$ cat config.mk
export PLATFORM = sky130hd
export DESIGN_NAME = effect_limiter
export DESIGN_NICKNAME = d
export VERILOG_FILES = /design/src/rtl/effect_limiter.sv
export SDC_FILE = /design/constraint.sdc
export NUM_CORES = 1
export LEC_CHECK = 0
export ABC_CLOCK_PERIOD_IN_PS = 7150
export CAP_MARGIN = 20
export CORE_MARGIN = 3
export CORE_UTILIZATION = 55
export DETAILED_ROUTE_END_ITERATION = 8
export GPL_ROUTABILITY_DRIVEN = 0
export HOLD_SLACK_MARGIN = 0.15
export MAX_ROUTING_LAYER = met4
export PLACE_DENSITY = 0.72
export SLEW_MARGIN = 20
export SYNTH_ARGS = -nofsm -noshare
export SYNTH_HDL_FRONTEND = slang
export SYNTH_SLANG_ARGS = --single-unit
$ cat constraint.sdc
create_clock -name i_clk -period 7.15 [get_ports i_clk]
set_input_delay 1.43 -clock i_clk [delete_from_list [all_inputs] [get_ports i_clk]]
set_output_delay 1.43 -clock i_clk [all_outputs]
set_load 0.005 [all_outputs]
$ cat src/rtl/effect_limiter.sv
// effect_limiter: peak limiter, last stage of the effect chain.
// Tracks a peak envelope with hold and release. When limiting is enabled and
// the envelope is above the level-selected threshold, a gain
// g = floor(T*32768/env) is formed by a 16-step restoring divider and the
// sample is scaled by it. Latency is fixed at 19 cycles whether or not the
// sample is limited.
//
// Ports:
//   i_clk     clock
//   i_rst     synchronous active-high reset
//   i_valid   one-cycle input sample strobe (ignored while busy)
//   i_enable  1 = limiting active, 0 = bypass (sampled on acceptance)
//   i_level   threshold select, T = 32767 - 4096*i_level (sampled on acceptance)
//   i_data    signed 16-bit input sample
//   o_data    signed 16-bit output sample, registered, held between strobes
//   o_valid   one-cycle output strobe, registered
//
// state | meaning
// ------+-------------------------------------------------------------
// IDLE  | waiting for i_valid; latches sample, enable and threshold
// ENV   | envelope attack / hold / release update, divider setup
// DIV   | 16 restoring-division steps, gain selected on the last step
// MUL   | sample * gain, arithmetic shift by 15, output strobe

module effect_limiter #(
   parameter int HOLD_SAMPLES  = 480,
   parameter int RELEASE_SHIFT = 10,
   parameter int ATTACK_SHIFT  = 0
) (
   input  logic               i_clk,
   input  logic               i_rst,
   input  logic               i_valid,
   input  logic               i_enable,
   input  logic [2:0]         i_level,
   input  logic signed [15:0] i_data,
   output logic signed [15:0] o_data,
   output logic               o_valid
);

   localparam int HOLD_W = (HOLD_SAMPLES < 1) ? 1 : $clog2(HOLD_SAMPLES + 1);

   typedef enum logic [1:0] {
      S_IDLE,
      S_ENV,
      S_DIV,
      S_MUL
   } state_t;

   state_t              state;
   logic signed [15:0]  x_q;
   logic                en_q;
   logic [14:0]         thr_q;
   logic [15:0]         env_q;
   logic [HOLD_W-1:0]   hold_q;
   logic [16:0]         g_q;
   logic [3:0]          div_cnt;
   logic [15:0]         rem_q;
   logic [15:0]         dlo_q;
   logic [14:0]         quo_q;

   logic [15:0]         abs_x;
   logic [15:0]         rise;
   logic [15:0]         decay;
   logic [16:0]         rem_shift;
   logic                rem_ge;
   logic                limit;
   logic signed [32:0]  prod;

   always_comb begin
      abs_x = x_q[15] ? 16'(-x_q) : 16'(x_q);
      if (x_q == 16'sh8000) begin
         abs_x = 16'h7fff;
      end

      rise  = (abs_x - env_q) >> ATTACK_SHIFT;
      decay = env_q >> RELEASE_SHIFT;
      if (decay == 16'd0) begin
         decay = 16'd1;
      end

      // One restoring step: bring down the next dividend bit, subtract if it fits.
      rem_shift = {rem_q, dlo_q[15]};
      rem_ge    = (rem_shift >= {1'b0, env_q});

      limit = en_q && (env_q > {1'b0, thr_q});

      prod = $signed({{17{x_q[15]}}, x_q}) * $signed({16'd0, g_q});
   end

   always_ff @(posedge i_clk) begin
      if (i_rst) begin
         state   <= S_IDLE;
         x_q     <= '0;
         en_q    <= 1'b0;
         thr_q   <= '0;
         env_q   <= '0;
         hold_q  <= '0;
         g_q     <= 17'h08000;
         div_cnt <= '0;
         rem_q   <= '0;
         dlo_q   <= '0;
         quo_q   <= '0;
         o_data  <= '0;
         o_valid <= 1'b0;
      end else begin
         o_valid <= 1'b0;
         case (state)
            S_IDLE: begin
               if (i_valid) begin
                  x_q   <= i_data;
                  en_q  <= i_enable;
                  // 32767 - 4096*level: the top three bits are 7-level, the rest all ones.
                  thr_q <= {~i_level, 12'hfff};
                  state <= S_ENV;
               end
            end

            S_ENV: begin
               if (abs_x > env_q) begin
                  env_q  <= env_q + rise;
                  hold_q <= HOLD_W'(HOLD_SAMPLES);
               end else if (hold_q != '0) begin
                  hold_q <= hold_q - 1'b1;
               end else if (env_q != 16'd0) begin
                  env_q <= env_q - decay;
               end
               // Dividend is T*2^15. Its top bits (T>>1) are already below env
               // whenever limiting applies, so only the low 16 quotient bits
               // need computing.
               rem_q   <= {2'b00, thr_q[14:1]};
               dlo_q   <= {thr_q[0], 15'd0};
               quo_q   <= '0;
               div_cnt <= 4'd15;
               state   <= S_DIV;
            end

            S_DIV: begin
               rem_q <= rem_ge ? 16'(rem_shift - {1'b0, env_q}) : rem_shift[15:0];
               dlo_q <= {dlo_q[14:0], 1'b0};
               quo_q <= {quo_q[13:0], rem_ge};
               if (div_cnt == 4'd0) begin
                  g_q   <= limit ? {1'b0, quo_q, rem_ge} : 17'h08000;
                  state <= S_MUL;
               end else begin
                  div_cnt <= div_cnt - 4'd1;
               end
            end

            S_MUL: begin
               o_data  <= 16'(prod >>> 15);
               o_valid <= 1'b1;
               state   <= S_IDLE;
            end

            default: state <= S_IDLE;
         endcase
      end
   end

endmodule

---- Yosys cells after proc, flatten, opt, wreduce, memory -nomap -nowiden ----
Cells that the tools add are included.
word-level totals
  register bits after elaboration ......... 144
  bits in latches ......................... 0
  memory bits (writable) .................. 0
  memory bits (read-only) ................. 0
  word-level logic and storage cells ...... 67
  memories ................................ 0
cells by class
  add/sub/neg operators ................... 7
  $mul .................................... 1
  divide/modulo/power cells ............... 0
  magnitude comparators ................... 3
  eq/ne operators ......................... 8
  shift operators ......................... 0
  mux-type cells .......................... 19
  bitwise gates (word level) .............. 1
  reduce and logical (&&, ||, !) cells .... 15
operators with widths
  cell                  count
  $mux 16               7
  $pmux 16 s2           2
  $sub 16x16->16        2
  $mul 16x18->31        1
  $pmux 15 s2           1
  $mux 9                2
  $ge 17x16->1          1
  $add 16x16->16        1
  $eq 16x16->1 const B  1
  $gt 16x15->1          1
  $gt 16x16->1          1
  $logic_not 16->1      1
  $neg 16->16           1
  $reduce_bool 16->1    1
  $sub 16x6->16         1
  $reduce_and 2->1      5
  $reduce_bool 9->1     1
  $sub 9x1->9 const B   1
  $ne 2x2->1 const B    4
  $pmux 2 s4            1
  $pmux 4 s2            1
  $mux 6                1
  $reduce_bool 2->1     3
  $eq 2x2->1 const B    2
  10 further kinds      11

---- Depth between registers and ports, before layout ----
  depth after elaboration ................. 6
  mapped depth ............................ 23
  depth with buffers taken out ............ 21

---- Least setup slack after synthesis ----
No wires, ideal clock.
  path type ............................... register to register
  from .................................... register x_q[7]
  to ...................................... register o_data[13]
  arrival ................................. 6,201 ps
  data required time ...................... 7,087 ps
  path slack .............................. 886 ps
  stages on the path, launching flop included .. 24
  path buffers ............................ 2
  period minus slack after synthesis ...... 6,264 ps
  cell sequence ........................... dfxtp_1 clkbuf_1 buf_1 nand2_1 fa_1 inv_1 fa_1 inv_1 fa_1 inv_1 fa_1 fa_1 inv_1 fa_1 inv_1 ha_1 and3_1 nand2b_1 a31oi_1 o21ba_2 a21oi_1 a41oi_1 or4b_2 nand3_1
on the way
  cells in the longest elaborated chain, start to end .. 1
RTL lines
  item                    line  RTL
  from (decl)             50    logic signed [15:0] x_q;
  from (signal assigned)  110   x_q <= i_data;
  $mul 16x18->31          87    prod = $signed({{17{x_q[15]}}, x_q}) * $signed({16'd0, g_q});
  to (signal assigned)    150   o_data <= 16'(prod >>> 15);
  to (decl)               36    output logic signed [15:0] o_data,
No other way between the ends.
A chain may end at the register's enable or synchronous reset.

---- Worst setup path after layout ----
  from .................................... register x_q[1]
  to ...................................... register o_data[13]
Same word-level chain as after synthesis.

==> flow_summary.json <==
{
  "vdd_drop_max_mv": 0.353,
  "synth_area_leaders": "fa_1 (24%), dfxtp_1 (14%), ha_1 (14%)",
  "start_util": 0.560,
  "hold_path_class": "reg -> reg",
  "reg2reg_depth": 20,
  "cp_max_fo": 16,
  "post_cts_buffers": 0,
  "netlist_area_um2": 16200,
  "dp.cells": 2315,
  "overflow": 0,
  "report.power.total_mw": 5.67,
  "cp_cell_sequence": "buf_4 -> nand2_1 -> fa_1 -> fa_1 -> inv_1 -> fa_1 -> fa_1 -> fa_1 -> inv_1 -> fa_1 -> inv_1 -> ha_1 -> and3_1 -> nand2b_1 -> a31oi_1 -> o21ba_2 -> a21oi_1 -> a41oi_1 -> or4b_2 -> nand3_1",
  "antenna_left": 0,
  "syn-num-nets": 2364,
  "r2r_end": "o_data[13]$_SDFFE_PP0P_",
  "critPathLaunchType": "flop",
  "min_period_ps": 6860,
  "grt-busiest-layer": "met2",
  "grtUsageMet2": 0.444,
  "cts_root_buf": "clkbuf_16",
  "grt.met3_usage": 0.0417,
  "rr_startpoint": "x_q[1]$_SDFFE_PP0P_",
  "cts_resized": 0,
  "area_growth_pct": 8.08,
  "grt_start_max_net_pins": 87,
  "cts_tree": "yes",
  "reg2reg_setup_slack_ps": 290,
  "p_leak_nw": 8.24,
  "status": "complete, no violations",
  "slowest_stage": "dfxtp_1",
  "slew_viol_final": 0,
  "drv_cap": 0,
  "drt_wl_total_mm": 40.6,
  "cts.hold.buffers_added": 0,
  "die_h_um": 177,
  "grt_pass1_wl_mm": 68.4,
  "cp.arrival_ps": 7240,
  "yosysTopAreaCellShare": 0.242,
  "preCtsSetupSlack_ps": 419,
  "avgSynthCellArea_um2": 8.25,
  "fin_nets": 2355,
  "cpMostUsedCell": "fa_1",
  "min_from": "quo_q[14]$_SDFFE_PP0P_",
  "ios": 40,
  "holdPathStages": 2,
  "portBuffers": 39,
  "setup_viol": 0,
  "fin_crit_sh": 0.959,
  "slew_headroom": 0.270,
  "die_area_um2": 31500,
  "drive_above_1_share": 0.0397,
  "tightestPinTransition_ps": 1090,
  "async_flop_share": 0,
  "numCtsBuffers": 17,
  "dr.pass1.iters": 5,
  "layout.cells.non_filler": 2347,
  "worstSkewPairLatency_ps": 440,
  "numClockSinks": 117,
  "diodes": 0,
  "grt_pass1_vias": 14000,
  "coreArea_um2": 28900,
  "fmax_mhz": 146,
  "holdPathEnd": "quo_q[14]$_SDFFE_PP0P_",
  "antenna_found_initial": 0,
  "row_count": 62,
  "critPathKind": "reg -> reg",
  "grt_use_total": 0.279,
  "wire_per_inst_um": 17.3,
  "vias_per_cell": 5.80,
  "hold_viol": 0,
  "tns_ps": 0,
  "die_w_um": 177,
  "cts_buffer_depth": 2,
  "path_clk_slew_ps": 70,
  "hold-worst-slack_ps": 468,
  "required_ps": 7530,
  "fin_ws_ps": 294,
  "powerDensity_nw_per_um2": 325,
  "rsz0062_at_grt": "no",
  "yosysMostFrequentCell": "inv_1",
  "synth_edf_count": 0,
  "cp_top_family": "adder cells",
  "fin_skew_ps": 10.2,
  "first_iter_violations": 1351,
  "crit_path_end_kind": "flop",
  "vias": 13600,
  "ys_types": 66,
  "htreeDepth": 4,
  "ys_ff_latch": 117,
  "yosysWarnings": 0,
  "crit_buf_inv": 4,
  "ys_top_cells_by_count": "inv_1 (311), nand2_1 (217), fa_1 (195), ha_1 (187), and2_1 (125)",
  "yosysSeqAreaShare": 0.145,
  "ys.flop_type": "dfxtp_1",
  "cpPeakStageDelay_ps": 700,
  "dp_hpwl_mm": 31.5,
  "grt_use_met1": 0.363,
  "synthCells": 1959,
  "drcViolationCount": 0,
  "synth_largest_area_cell": "fa_1"
}
## how the worst max path moves through the flow
stage,end,cells after the start,startpoint,slack (ps)
6_report,o_data[13]$_SDFFE_PP0P_,20,x_q[1]$_SDFFE_PP0P_,290
5_1_grt,o_data[13]$_SDFFE_PP0P_,20,x_q[1]$_SDFFE_PP0P_,30
4_1_cts,o_data[13]$_SDFFE_PP0P_,20,x_q[1]$_SDFFE_PP0P_,390
3_5_place_dp,o_data[13]$_SDFFE_PP0P_,20,x_q[1]$_SDFFE_PP0P_,420
3_3_place_gp,o_data[13]$_SDFFE_PP0P_,20,x_q[1]$_SDFFE_PP0P_,600
2_1_floorplan,o_data[13]$_SDFFE_PP0P_,23,x_q[7]$_SDFFE_PP0P_,890
## sequential cells by signal (all words and copies together), names as in the netlist
signal,count
thr_q,4
rem_q,16
o_valid,1
g_q,16
dlo_q,1
x_q,16
hold_q,9
env_q,16
div_cnt,4
quo_q,15
en_q,1
state,2
o_data,16
## placed cells by master (no fill, tap or decap), types with 43 or more instances in the layout
master / count
dfxtp_1: 117
nor2_1: 99
inv_1: 311
nand2b_1: 43
a21oi_1: 91
fa_1: 195
nand3_1: 44
ha_1: 187
o21ai_0: 57
nand2_1: 217
and2_1: 125
## cell type report
class,count,area [um2]
clock buffer,18,439
clock inverter,14,141
fill,2573,11400
inverter,311,1170
multi-input combinational,1434,12300
sequential,117,2340
tap,384,480
timing repair buffer,69,613
## per-layer routing
layer | share of wire | vias up
met5 | 0 | -
met4 | 0.032 | 0
met3 | 0.067 | 84
met2 | 0.46 | 495
met1 | 0.44 | 6609
li1 | - | 6435
## tightest hold or removal path, cell delays in order, from the launching register on
cell and delay, ps:
dfxtp_1 300, nand2b_1 60, a21oi_1 50
## cell families (layout without fill, tap and decap cells)
logic type | Yosys count | after routing | synth area share
compound gates | 334 | 334 | 0.137
xor+xnor | 52 | 52 | 0.0282
fa+ha+maj | 382 | 382 | 0.386
buf+inv | 408 | 412 | 0.0951
flops | 117 | 117 | 0.145
mux | 13 | 13 | 0.00813
simple gates | 653 | 653 | 0.200
## through the flow
| stage | area, um2 | utilization |
|---|---|---|
| 6_report | 17500 | 0.605 |
| 4_1_cts | 17500 | 0.605 |
| 3_5_place_dp | 16900 | 0.585 |
| 3_3_place_gp | 16900 | 0.585 |
| 5_1_grt | 17500 | 0.605 |
| 2_1_floorplan | 16200 | - |
## power breakdown
group          leakage, nW  internal [mW]  switching (mW)
Clock                0.279          0.496           0.368
Combinational         7.01           1.49            2.35
Sequential           0.952          0.782           0.195
Note: power is estimated with default switching activity, not from simulation.
